`src/rtl/lsu_controller.sv`:
```
// Load/store unit: latches one core access, drives it to a ready-handshake data memory,
// and returns extended load data or a timeout fault to the core.
module lsu_controller #(
    parameter int unsigned TIMEOUT_CYCLES = 16
) (
    input  logic        clk_i,
    input  logic        rst_ni,
    input  logic        core_req_i,
    input  logic        core_we_i,
    input  logic [2:0]  core_size_i,
    input  logic [31:0] core_addr_i,
    input  logic [31:0] core_wd_i,
    output logic [31:0] core_rd_o,
    output logic        core_stall_o,
    output logic        misaligned_o,
    output logic        fault_o,
    output logic        mem_req_o,
    output logic        mem_we_o,
    output logic [3:0]  mem_be_o,
    output logic [31:0] mem_addr_o,
    output logic [31:0] mem_wd_o,
    input  logic [31:0] mem_rd_i,
    input  logic        mem_ready_i
);

    localparam int CW = $clog2(TIMEOUT_CYCLES + 1);

    typedef enum logic [1:0] {IDLE, REQ, DONE} state_t;

    state_t        state_reg, state_next;
    logic [CW-1:0] cnt_reg, cnt_next;
    logic [31:0]   addr_reg, addr_next;
    logic [2:0]    size_reg, size_next;
    logic          we_reg, we_next;
    logic [31:0]   wd_reg, wd_next;
    logic [31:0]   rd_reg, rd_next;
    logic          fault_reg, fault_next;

    logic          bad_access;
    logic [3:0]    store_be;
    logic [31:0]   store_wd;
    logic [31:0]   load_ext;
    logic [31:0]   byte_shift, half_shift;

    // Illegal sizes (3/6/7) are treated like misalignment so the core traps on them too.
    always_comb begin
        bad_access = 1'b0;
        case (core_size_i)
            3'd0, 3'd4: bad_access = 1'b0;
            3'd1, 3'd5: bad_access = core_addr_i[0];
            3'd2:       bad_access = |core_addr_i[1:0];
            default:    bad_access = 1'b1;
        endcase
    end

    assign misaligned_o = core_req_i & (state_reg == IDLE) & bad_access;

    always_comb begin
        store_be = 4'b0000;
        store_wd = wd_reg;
        case (size_reg[1:0])
            2'd0: begin
                store_be = 4'b0001 << addr_reg[1:0];
                store_wd = {4{wd_reg[7:0]}};
            end
            2'd1: begin
                store_be = 4'b0011 << {addr_reg[1], 1'b0};
                store_wd = {2{wd_reg[15:0]}};
            end
            default: begin
                store_be = 4'b1111;
                store_wd = wd_reg;
            end
        endcase
    end

    assign byte_shift = mem_rd_i >> {addr_reg[1:0], 3'b000};
    assign half_shift = mem_rd_i >> {addr_reg[1], 4'b0000};

    always_comb begin
        case (size_reg)
            3'd0:    load_ext = {{24{byte_shift[7]}}, byte_shift[7:0]};
            3'd1:    load_ext = {{16{half_shift[15]}}, half_shift[15:0]};
            3'd4:    load_ext = {24'd0, byte_shift[7:0]};
            3'd5:    load_ext = {16'd0, half_shift[15:0]};
            default: load_ext = mem_rd_i;
        endcase
    end

    always_comb begin
        state_next   = state_reg;
        cnt_next     = cnt_reg;
        addr_next    = addr_reg;
        size_next    = size_reg;
        we_next      = we_reg;
        wd_next      = wd_reg;
        rd_next      = rd_reg;
        fault_next   = fault_reg;
        core_stall_o = 1'b0;
        fault_o      = 1'b0;
        mem_req_o    = 1'b0;
        mem_we_o     = 1'b0;
        mem_be_o     = 4'b0000;
        mem_addr_o   = 32'd0;
        mem_wd_o     = 32'd0;
        case (state_reg)
            IDLE: begin
                fault_next = 1'b0;
                if (core_req_i && !bad_access) begin
                    addr_next    = core_addr_i;
                    size_next    = core_size_i;
                    we_next      = core_we_i;
                    wd_next      = core_wd_i;
                    core_stall_o = 1'b1;
                    state_next   = REQ;
                end
            end
            REQ: begin
                core_stall_o = 1'b1;
                mem_req_o    = 1'b1;
                mem_we_o     = we_reg;
                mem_be_o     = we_reg ? store_be : 4'b0000;
                mem_addr_o   = {addr_reg[31:2], 2'b00};
                mem_wd_o     = store_wd;
                // Ready is tested first so a late ready on the last allowed cycle still succeeds.
                if (mem_ready_i) begin
                    state_next = DONE;
                    cnt_next   = '0;
                    if (!we_reg) begin
                        rd_next = load_ext;
                    end
                end else if (cnt_reg == CW'(TIMEOUT_CYCLES - 1)) begin
                    state_next = DONE;
                    cnt_next   = '0;
                    fault_next = 1'b1;
                    rd_next    = 32'd0;
                end else begin
                    cnt_next = cnt_reg + CW'(1);
                end
            end
            DONE: begin
                fault_o    = fault_reg;
                state_next = IDLE;
            end
            default: state_next = IDLE;
        endcase
    end

    assign core_rd_o = rd_reg;

    always_ff @(posedge clk_i or negedge rst_ni) begin
        if (!rst_ni) begin
            state_reg <= IDLE;
            cnt_reg   <= '0;
            addr_reg  <= 32'd0;
            size_reg  <= 3'd0;
            we_reg    <= 1'b0;
            wd_reg    <= 32'd0;
            rd_reg    <= 32'd0;
            fault_reg <= 1'b0;
        end else begin
            state_reg <= state_next;
            cnt_reg   <= cnt_next;
            addr_reg  <= addr_next;
            size_reg  <= size_next;
            we_reg    <= we_next;
            wd_reg    <= wd_next;
            rd_reg    <= rd_next;
            fault_reg <= fault_next;
        end
    end

endmodule

```
`config.mk`:
```
export PLATFORM = sky130hd
export DESIGN_NAME = lsu_controller
export DESIGN_NICKNAME = d
export VERILOG_FILES = /design/src/rtl/lsu_controller.sv
export SDC_FILE = /design/constraint.sdc
export NUM_CORES = 1
export LEC_CHECK = 0
export CAP_MARGIN = 20
export CORE_UTILIZATION = 35
export CTS_BUF_LIST = sky130_fd_sc_hd__clkbuf_8 sky130_fd_sc_hd__clkbuf_16
export CTS_CLUSTER_DIAMETER = 100
export CTS_CLUSTER_SIZE = 30
export DETAILED_ROUTE_END_ITERATION = 10
export MAX_ROUTING_LAYER = met4
export PLACE_DENSITY = 0.66
export SYNTH_ARGS = -nofsm -noshare
export SYNTH_HDL_FRONTEND = slang
export SYNTH_SLANG_ARGS = --single-unit
```
`constraint.sdc`:
```
create_clock -name clk_i -period 2.9 [get_ports clk_i]
set_clock_uncertainty 0.1 [all_clocks]
set_input_delay 0.725 -clock clk_i [delete_from_list [all_inputs] [get_ports clk_i]]
set_output_delay 0.725 -clock clk_i [all_outputs]
set_load 0.05 [all_outputs]
```
==> Word level (Yosys, flattened, before mapping) <==
Index checks and enable logic that the tools add are counted.
{ "word_totals": {"mem_count": 0, "ram_bits": 0, "latch_bits": 0, "output_inout_bits": 105, "word_cells": 71, "regBits": 108, "mem_bits_ro": 0, "in_bits": 104} }
{ "op_classes": {"muxes": 25, "reduce_logical": 15, "n_shift": 4, "div_mod_pow": 0, "add_sub_neg": 1, "order_cmp": 0, "n_mul": 0, "n_eq_ne": 16, "n_bitwise": 2} }
{ "ops": {"columns": ["op", "count"], "rows": [
  ["32-bit 2-to-1 mux", 5],
  ["32-bit case mux with 4 select lines", 1],
  ["32-bit case mux with 2 select lines", 1],
  ["32-bit by 5-bit right shift with 16-bit output", 1],
  ["32-bit by 5-bit right shift with 8-bit output", 1],
  ["3-bit == test, second input constant", 4],
  ["5-bit 2-to-1 mux", 2],
  ["4-bit 2-to-1 mux", 2],
  ["4-bit case mux with 2 select lines", 1],
  ["3-bit by 1-bit == test with 1-bit output, second input constant", 2],
  ["3-bit zero test", 2],
  ["1-bit 2-to-1 mux", 6],
  ["2-bit 2-to-1 mux", 3],
  ["2-bit inequality test, second input constant", 3],
  ["3-bit AND reduction", 2],
  ["2-bit OR reduction", 3],
  ["5-bit by 1-bit adder with 5-bit output, second input constant", 1],
  ["5-bit by 4-bit == test with 1-bit output, second input constant", 1],
  ["2-bit by 1-bit == test with 1-bit output, second input constant", 2],
  ["2-bit zero test", 2],
  ["1-bit case mux with 2 select lines", 2],
  ["2-bit case mux with 2 select lines", 1],
  ["2-bit AND reduction", 2],
  ["2-bit nonzero test", 2],
  ["other kinds (10)", 11]
]} }

==> Logic depth before layout (Yosys ltp) <==
Gate-level depths: netlist of run 1.
{ "logic_depth": {"word_depth": 7, "mapped_depth": 7} }

==> Worst setup path after synthesis of run 1 <==
Ideal clock, no wire load.
{ "synth_path": {"kind": "in2out", "start": "input core_size_i[2]", "end": "output core_stall_o", "required_ns": 2.075, "t_arrival_ns": 2.304, "path_slack_ns": -0.229, "path_stages": 4, "path_cell_list": "o31a_1 > o22ai_2 > inv_1 > o21ai_0"} }
{ "synth_via": {"elab_chain_len": 7, "elab_cells_between_ends": 12, "cone_classes": "4 x eq/ne; 3 x mux; 5 x reduce/logical"} }
{ "synth_rtl": {"columns": ["element", "line_no", "source"], "rows": [
  ["from (decl)", "10", "input logic [2:0] core_size_i,"],
  ["3-bit by 1-bit == test with 1-bit output (tied with other cells)", "48", "case (core_size_i)"],
  ["2-bit OR reduction", "48", null],
  ["1-bit case mux with 3 select lines (*)", "48", null],
  ["1-bit zero test (*)", "109", "if (core_req_i && !bad_access) begin"],
  ["1-bit logical AND (*)", "109", null],
  ["1-bit 2-to-1 mux (*)", "109", null],
  ["1-bit case mux with 2 select lines (*)", "106", "case (state_reg)"],
  ["to (decl)", "14", "output logic core_stall_o,"]
]} }
Every way passes the cells marked *; elsewhere a longest branch is shown, timed or not.

==> Worst setup path after layout of run 1 <==
{ "layout_path": {"start": "input core_addr_i[0]", "end": "output core_stall_o"} }
{ "layout_via": {"elab_chain_len": 6} }
{ "layout_rtl": {"columns": ["element", "line_no", "source"], "rows": [
  ["from (decl)", "11", "input logic [31:0] core_addr_i,"],
  ["2-bit OR reduction", "51", "3'd2: bad_access = |core_addr_i[1:0];"],
  ["1-bit case mux with 3 select lines (*)", "48", null],
  ["1-bit zero test (*)", "109", null],
  ["1-bit logical AND (*)", "109", null],
  ["1-bit 2-to-1 mux (*)", "109", null],
  ["1-bit case mux with 2 select lines (*)", "106", null]
]} }
Marked as above.

==> results.yml, run 1 <==
run_status:
  status: "completed"
sta:
  worst_slew_pin_slew_ns: 0.884
  setup_violations: 0
  fmax_ghz: 0.348
  slew_violations: 0
  fin_ws_ns: 0.0247
  post-route-min-period_ns: 2.88
  holdWs_ns: 0.241
  grt_setup_unrepaired: "true"
  slew_headroom: 0.410
  hold_viol: 0
  setup_tns_ns: 0
  post-route-period-util: 0.991
routing:
  vias: 4638
  wl_per_cell_um: 17.8
  post_drt_via_cell_ratio: 5.19
  ant_nets: 0
  drc_errors: 0
  firstDrtPassIters: 5
  wirelength_um: 15900
  drt_iter0_markers: 303
run:
  maxCapViolations: 0
critical_path:
  worstSetupStartpointType: "input port"
  r2r_end: "core_rd_o[28]"
  crit_end: "core_stall_o"
  path_max_fanout: 3
  end_kind: "output pin"
  rr_worst_depth: 5
  required_ns: 2.08
  critPathLaunch: "core_addr_i[0]"
  regToRegStartpoint: "state_reg[1]"
  path_class: "input port to output pin"
  arrival_ns: 2.05
  r2r_slack_ns: 0.74
die:
  die_x_um: 126
  die_h_um: 126
  dieArea_um2: 15800
  ioPinCount: 209
  core-area_um2: 14800
  floorplan.initialDensity: 0.363
  rows: 44
finish:
  fin_util: 0.560
  synthToLayoutAreaGrowth_pct: 54.1
  drive_gt1_frac: 0.271
  final_cells: 893
  stdcell_area_um2: 8260
  n_antenna_cell: 0
  fillers: 1244
  final_nets: 809
global_route:
  grt_overflow_total: 0
  antenna_found_initial: 0
  grtUsageMet1: 0.268
  use_met2: 0.340
  top_usage_layer: "met2"
  grt_max_degree: 57
  grtUsageTotal: 0.214
  grt_pass1_wl_um: 25600
  grt_pass1_vias: 4892
  grt_use_met3: 0.0569
power:
  p_per_area_nw_per_um2: 991
  p_total_mw: 8.18
  leakage_nw: 3.67
  ir_drop_mv: 0.466
clock_network:
  holdBufCountCts: 0
  clockBufferDepth: 2
  cts_tree: "done"
  cts-buffers-inserted: 9
  ctsRootBufferMaster: "clkbuf_16"
  cts_sinks: 108
  clk_latency_ns: 0.35
  clkTransAtPathRegs_ns: 0.07
  cts-htree-levels: 3
placement:
  dp_hpwl_um: 11500
  place_inst: 877
  gp_congestion: 0.837
  portBuffers: 206
  place_ws_ns: -0.0955
  placed_area_um2: 7890
synthesis:
  synth-seq-cells: 108
  yosysSeqAreaShare: 0.504
  synthArstFlopShare: 1.00
  synth.avg_cell_area_um2: 10.6
  synth_cell_types: 44
  synth_area_um2: 5360
  syn_inst: 506
  synth-main-ff-cell: "dfrtp_1"
  synth_edf_count: 0
  yosysWarnings: 0
worst_hold_path:
  hp-class: "input port to async pin"
==> where the power goes <==
group	leakage (nW)	internal [mW]	switching (mW)
Sequential	1.31	2.08	0.404
Clock	0.169	0.868	0.562
Combinational	2.19	1.73	2.54
==> placed cells by master (no fill, tap or decap), types with 3 or more instances in the layout <==
| cell type | count |
|---|---|
| a21oi_1 | 21 |
| a22oi_1 | 24 |
| and2_1 | 39 |
| and3_1 | 6 |
| buf_12 | 35 |
| buf_4 | 54 |
| bufinv_16 | 3 |
| clkbuf_16 | 9 |
| clkdlybuf4s50_1 | 134 |
| dfrtp_1 | 107 |
| inv_1 | 4 |
| mux2_2 | 77 |
| mux2i_1 | 18 |
| nand2_1 | 62 |
| nand2b_1 | 5 |
| nand3_1 | 9 |
| nor2_1 | 38 |
| o21ai_0 | 12 |
| o22ai_1 | 6 |
| o41ai_1 | 6 |
==> synthesized netlist by cell type (all sizes together) (2+ instances only) <==
cell,number,area share
a21oi,21,0.020
a22o,2,0.0033
a22oi,24,0.034
a31oi,3,0.0035
and2,39,0.046
and3,6,0.0070
buf,16,0.017
clkbuf,22,0.015
dfrtp,108,0.50
inv,5,0.0035
mux2,78,0.16
mux2i,18,0.034
nand2,63,0.044
nand2b,5,0.0058
nand3,9,0.0084
nor2,38,0.027
nor2b,2,0.0023
nor3,2,0.0019
o21a,2,0.0028
o21ai,13,0.012
o22ai,7,0.0093
o41ai,6,0.0098
==> metal layers <==
| layer | wire [µm] | share of wire |
|---|---|---|
| met3 | 1040 | 0.065 |
| met5 | 0 | 0 |
| met2 | 7550 | 0.47 |
| met1 | 7030 | 0.44 |
| met4 | 282 | 0.018 |
==> worst min path at each step <==
stage | to | slack [ns] | cells after the start | start
after floorplan | addr_reg[0] | 0.33 | 0 | rst_ni
after global routing | wd_reg[30] | 0.27 | 1 | rst_ni
after global placement | cnt_reg[4] | 0.37 | 1 | cnt_reg[4]
after detailed placement | core_rd_o[7] | 0.37 | 2 | core_rd_o[7]
after CTS | wd_reg[29] | 0.24 | 1 | rst_ni
final | wd_reg[29] | 0.24 | 1 | rst_ni
==> area by class of cell <==
cell class / count / area, µm² / share of cell area
Clock buffer: 10 / 239 / 0.0289
Clock inverter: 6 / 111 / 0.0135
Inverter: 6 / 26.3 / 0.00318
Multi-Input combinational cell: 355 / 2490 / 0.302
Sequential cell: 108 / 2700 / 0.327
Tap cell: 184 / 230 / 0.0279
Timing Repair Buffer: 224 / 2460 / 0.297
==> critical path, cell delays in order <==
cell,delay (ns)
clkdlybuf4s50_1,0.42
o31a_1,0.31
o22ai_4,0.17
inv_1,0.08
o21ai_2,0.17
buf_12,0.16
==> kinds of logic after synthesis <==
family / Yosys count / share of synthesized area
AND/OR/NAND/NOR: 170 / 0.152
buffers and inverters: 44 / 0.0362
flip-flops: 108 / 0.504
AO/OA/AOI/OAI: 86 / 0.107
other: 1 / 0.000700
multiplexers: 96 / 0.198
adder cells (fa/ha/maj): 1 / 0.00233
==> timing repair <==
item	4_1_cts	5_1_grt
endpoints found under the setup margin	2	6
pin swaps	3	0
buffers inserted	0	0
gates resized for setup	5	1
endpoints found under the hold margin	0	0
Power figures use the tool's default switching activity.
==> run 2, diff against run 1 <==
RECOVER_POWER = 50   (was not set)
SKIP_LAST_GASP = 1   (was not set)
==> results.yml, run 2 (synthesis results as in run 1) <==
critical_path:
  path_class: "input port to output pin"
  path_max_fanout: 3
  required_ns: 2.08
  worstSetupStartpointType: "input port"
  cp_slowest_stage_delay_ns: 0.44
  end_kind: "output pin"
  cp_slowest_cell: "clkdlybuf4s50_1"
  crit_cells: 6
  path_delay_family: "buffers and inverters"
  rr_worst_depth: 6
  crit_chain: "clkdlybuf4s50_1, o31a_1, o22ai_4, inv_1, o21ai_2, buf_12"
  arrival_ns: 2.10
  path_buf_inv: 3
placement:
  place_ws_ns: -0.0955
  portBuffers: 206
  dp_hpwl_um: 11500
  gp_congestion: 0.837
  place_inst: 877
sta:
  slew_headroom: -0.391
  post-route-period-util: 1.01
  hold_viol: 0
  fin_ws_ns: -0.0225
  fmax_ghz: 0.342
  slew_violations: 40
  holdWs_ns: 0.382
  setup_violations: 1
  setup_tns_ns: -0.0225
  post-route-min-period_ns: 2.92
  grt_setup_unrepaired: "true"
  worst_slew_pin_slew_ns: 2.09
global_route:
  antenna_found_initial: 1
  grt_pass1_vias: 4890
  grt_pass1_wl_um: 25600
  grt_overflow_total: 0
  grtUsageTotal: 0.214
  grt_max_degree: 57
run_status:
  violations: "max-capacitance violations, max-slew violations, negative setup slack"
  status: "complete, but fails checks"
clock_network:
  postCtsSetupBuffers: 0
  cts_tree: "done"
  clkTransAtPathRegs_ns: 0.07
  cts-htree-levels: 3
  ctsRootBufferMaster: "clkbuf_16"
  cts_sinks: 108
  cts-buffers-inserted: 9
  clockBufferDepth: 2
  clk_latency_ns: 0.35
finish:
  most-common-layout-cells: "clkdlybuf4s50_1, dfrtp_1, mux2_2"
  fillers: 1252
  final_common_cell: "clkdlybuf4s50_1"
  drive_gt1_frac: 0.264
  final_nets: 809
  final_cells: 894
  synthToLayoutAreaGrowth_pct: 53.1
power:
  ir_drop_mv: 0.470
  p_total_mw: 8.17
  leakage_nw: 3.64
  p_per_area_nw_per_um2: 995
routing:
  drt_iter0_markers: 288
  post_drt_via_cell_ratio: 5.18
  drc_errors: 0
  firstDrtPassIters: 5
  ant_nets: 0
  wl_per_cell_um: 17.8
  wirelength_um: 15900
  vias: 4631
die:
  die_x_um: 126
  die_h_um: 126
  dieArea_um2: 15800
  rows: 44
  core-area_um2: 14800
  ioPinCount: 209
  floorplan.initialDensity: 0.363
worst_hold_path:
  hp-class: "flip-flop to flip-flop"
  hold_depth: 1
run:
  maxCapViolations: 1
-- run 2: cell type report --
type | instances | area [µm²] | share of cell area
clock inverters | 6 | 111 | 0.0136
well taps | 184 | 230 | 0.0281
clock buffers | 10 | 239 | 0.0291
diodes | 1 | 2.50 | 0.000305
inverters | 6 | 26.3 | 0.00320
flip-flops and latches | 108 | 2700 | 0.330
repair buffers | 224 | 2410 | 0.293
multi-input cells | 355 | 2480 | 0.303
-- run 2: worst paths after layout --
check                                from  slack, ns      endpoint
min reg2reg                    cnt_reg[4]       0.38    cnt_reg[4]
min                            cnt_reg[4]       0.38    cnt_reg[4]
max in group asynchronous          rst_ni       0.43   size_reg[0]
max                        core_addr_i[1]      -0.02  core_stall_o
min in group asynchronous          rst_ni       0.87    wd_reg[29]
max reg2reg                  state_reg[1]       0.72  core_rd_o[6]
-- run 2: per-layer routing --
layer | up-vias | track usage | routed length (µm)
met3 | 23 | 0.0569 | 1060
met5 | - | - | 0
li1 | 2162 | - | -
met4 | 0 | 0.0609 | 286
met2 | 204 | 0.340 | 7510
met1 | 2242 | 0.268 | 7070
-- run 2: power breakdown --
group	leakage, nW	total, mW	switching, mW	internal, mW
clock	0.169	1.43	0.563	0.868
sequential	1.31	2.48	0.405	2.08
combinational	2.16	4.25	2.53	1.72
total	3.64	8.17	3.50	4.66
-- run 2: timing repair --
action	CTS	global route
pin swaps	0	1
setup endpoints to repair	2	14
hold buffers	0	0
gates resized for setup	3	2
hold endpoints to repair	0	0
-- run 2: stage by stage --
stage	utilization	cell area [µm²]
floorplan	-	5360
global placement	0.535	7890
detailed placement	0.535	7890
CTS	0.559	8250
global route	0.556	8200
finish	0.556	8200
==> run 3, diff against run 2 <==
CTS_BUF_LIST = sky130_fd_sc_hd__clkbuf_16   (was sky130_fd_sc_hd__clkbuf_8 sky130_fd_sc_hd__clkbuf_16)
==> results.yml, run 3 (synthesis results as in run 1) <==
power:
  p_int_mw: 4.64
  clkPwrFrac: 0.172
  switching_share: 0.430
  p_seq_frac: 0.305
  ir_drop_mv: 0.470
  leakage_nw: 3.64
  p_comb_frac: 0.523
  p_total_mw: 8.14
  netSwitchingPower_mw: 3.50
  p_per_area_nw_per_um2: 993
routing:
  wirelength_um: 16000
  ant_nets: 0
  vias: 4628
  drt_iter0_markers: 291
  wl_per_cell_um: 17.8
  post_drt_via_cell_ratio: 5.18
  firstDrtPassIters: 5
  drc_errors: 0
finish:
  final_nets: 809
  most-common-layout-cells: "clkdlybuf4s50_1, dfrtp_1, mux2_2"
  stdcell_area_um2: 8190
  synthToLayoutAreaGrowth_pct: 52.9
  drive_gt1_frac: 0.262
  fillers: 1254
  final_common_cell: "clkdlybuf4s50_1"
sta:
  hold_viol: 0
  post-route-period-util: 1.01
  grt_setup_unrepaired: "true"
  holdWs_ns: 0.382
  post-route-min-period_ns: 2.92
  slew_violations: 40
  fmax_ghz: 0.342
  fin_ws_ns: -0.0219
  slew_headroom: -0.393
  worst_slew_pin_slew_ns: 2.09
  setup_violations: 1
run_status:
  violations: "max-capacitance violations, max-slew violations, negative setup slack"
  status: "complete, but fails checks"
placement:
  portBuffers: 206
  place_ws_ns: -0.0955
  placed_area_um2: 7890
  gp_congestion: 0.837
  dp_hpwl_um: 11500
die:
  core-area_um2: 14800
  die_x_um: 126
  floorplan.initialDensity: 0.363
  die_h_um: 126
  rows: 44
  dieArea_um2: 15800
  ioPinCount: 209
critical_path:
  path_max_fanout: 3
  worstSetupStartpointType: "input port"
  arrival_ns: 2.10
  path_class: "input port to output pin"
  required_ns: 2.08
  r2r_end: "core_rd_o[6]"
  end_kind: "output pin"
  r2r_slack_ns: 0.72
  rr_worst_depth: 6
  regToRegStartpoint: "state_reg[1]"
clock_network:
  postCtsSetupBuffers: 0
  clkTransAtPathRegs_ns: 0.07
  cts-buffers-inserted: 9
  cts_tree: "done"
  clk_latency_ns: 0.35
  cts-htree-levels: 3
  ctsRootBufferMaster: "clkbuf_16"
  clockBufferDepth: 2
  holdBufCountCts: 0
  cts_sinks: 108
worst_hold_path:
  min_from: "cnt_reg[4]"
  hold_depth: 1
  hp-class: "flip-flop to flip-flop"
  min_to: "cnt_reg[4]"
run:
  maxCapViolations: 1
global_route:
  grt_pass1_wl_um: 25600
  grt_max_degree: 57
  antenna_found_initial: 1
  grt_pass1_vias: 4891
  grtUsageTotal: 0.214
  grt_overflow_total: 0
## run 3: changes by cell type in the layout (fill, tap and decap cells not counted)
cell and change:
clkbuf_8 -1, clkinv_1 +1
## run 3: power by group through the flow
stage / logic (mW) / clock network [mW] / registers, mW
floorplan: 1.99 / 0 / 3.14
global placement: 4.23 / 0 / 2.48
finish: 4.26 / 1.40 / 2.48
detailed placement: 4.27 / 0 / 2.50
CTS: 4.29 / 1.45 / 2.48
global route: 4.50 / 1.50 / 2.56
## run 3: cell type report
class                           count  area, µm²  share of cell area
Antenna cell                        1       2.50            0.000305
Clock buffer                        9        225              0.0275
Clock inverter                      7        115              0.0140
Inverter                            6       26.3             0.00321
Multi-Input combinational cell    355       2480               0.303
Sequential cell                   108       2700               0.330
Tap cell                          184        230              0.0281
Timing Repair Buffer              224       2410               0.294
## run 3: routing by layer
metal  wire (µm)  share of wire  track usage
met4         286          0.018       0.0609
met5           0              0            -
met2        7550           0.47        0.341
met3        1060          0.066       0.0569
met1        7060           0.44        0.268
## run 3: worst max path at each step
stage | cells after the start | start | endpoint
final | 6 | core_addr_i[1] | core_stall_o
after global routing | 6 | core_addr_i[1] | core_stall_o
after CTS | 6 | core_addr_i[1] | core_stall_o
after detailed placement | 6 | core_size_i[2] | core_stall_o
after global placement | 6 | core_size_i[2] | core_stall_o
after floorplan | 3 | core_size_i[2] | misaligned_o
## run 3: worst max-delay path, stage by stage
cell             delay, ns
clkdlybuf4s50_1       0.44
o31a_1                0.32
o22ai_4               0.17
inv_1                 0.08
o21ai_2               0.19
buf_12                0.16
## run 3: timing repair
| action | CTS | global route |
|---|---|---|
| pin swaps | 0 | 1 |
| hold endpoints to repair | 0 | 0 |
| endpoints found under the setup margin | 2 | 15 |
| gates resized for setup | 3 | 2 |
## run 3: per-stage QoR
stage,instances,TNS [ns],utilization
4_1_cts,893,-0.0673,0.559
3_3_place_gp,877,-0.0994,0.535
6_report,894,-0.0219,0.555
5_1_grt,894,-1.50,0.555
3_5_place_dp,877,-0.101,0.535
2_1_floorplan,507,0,-
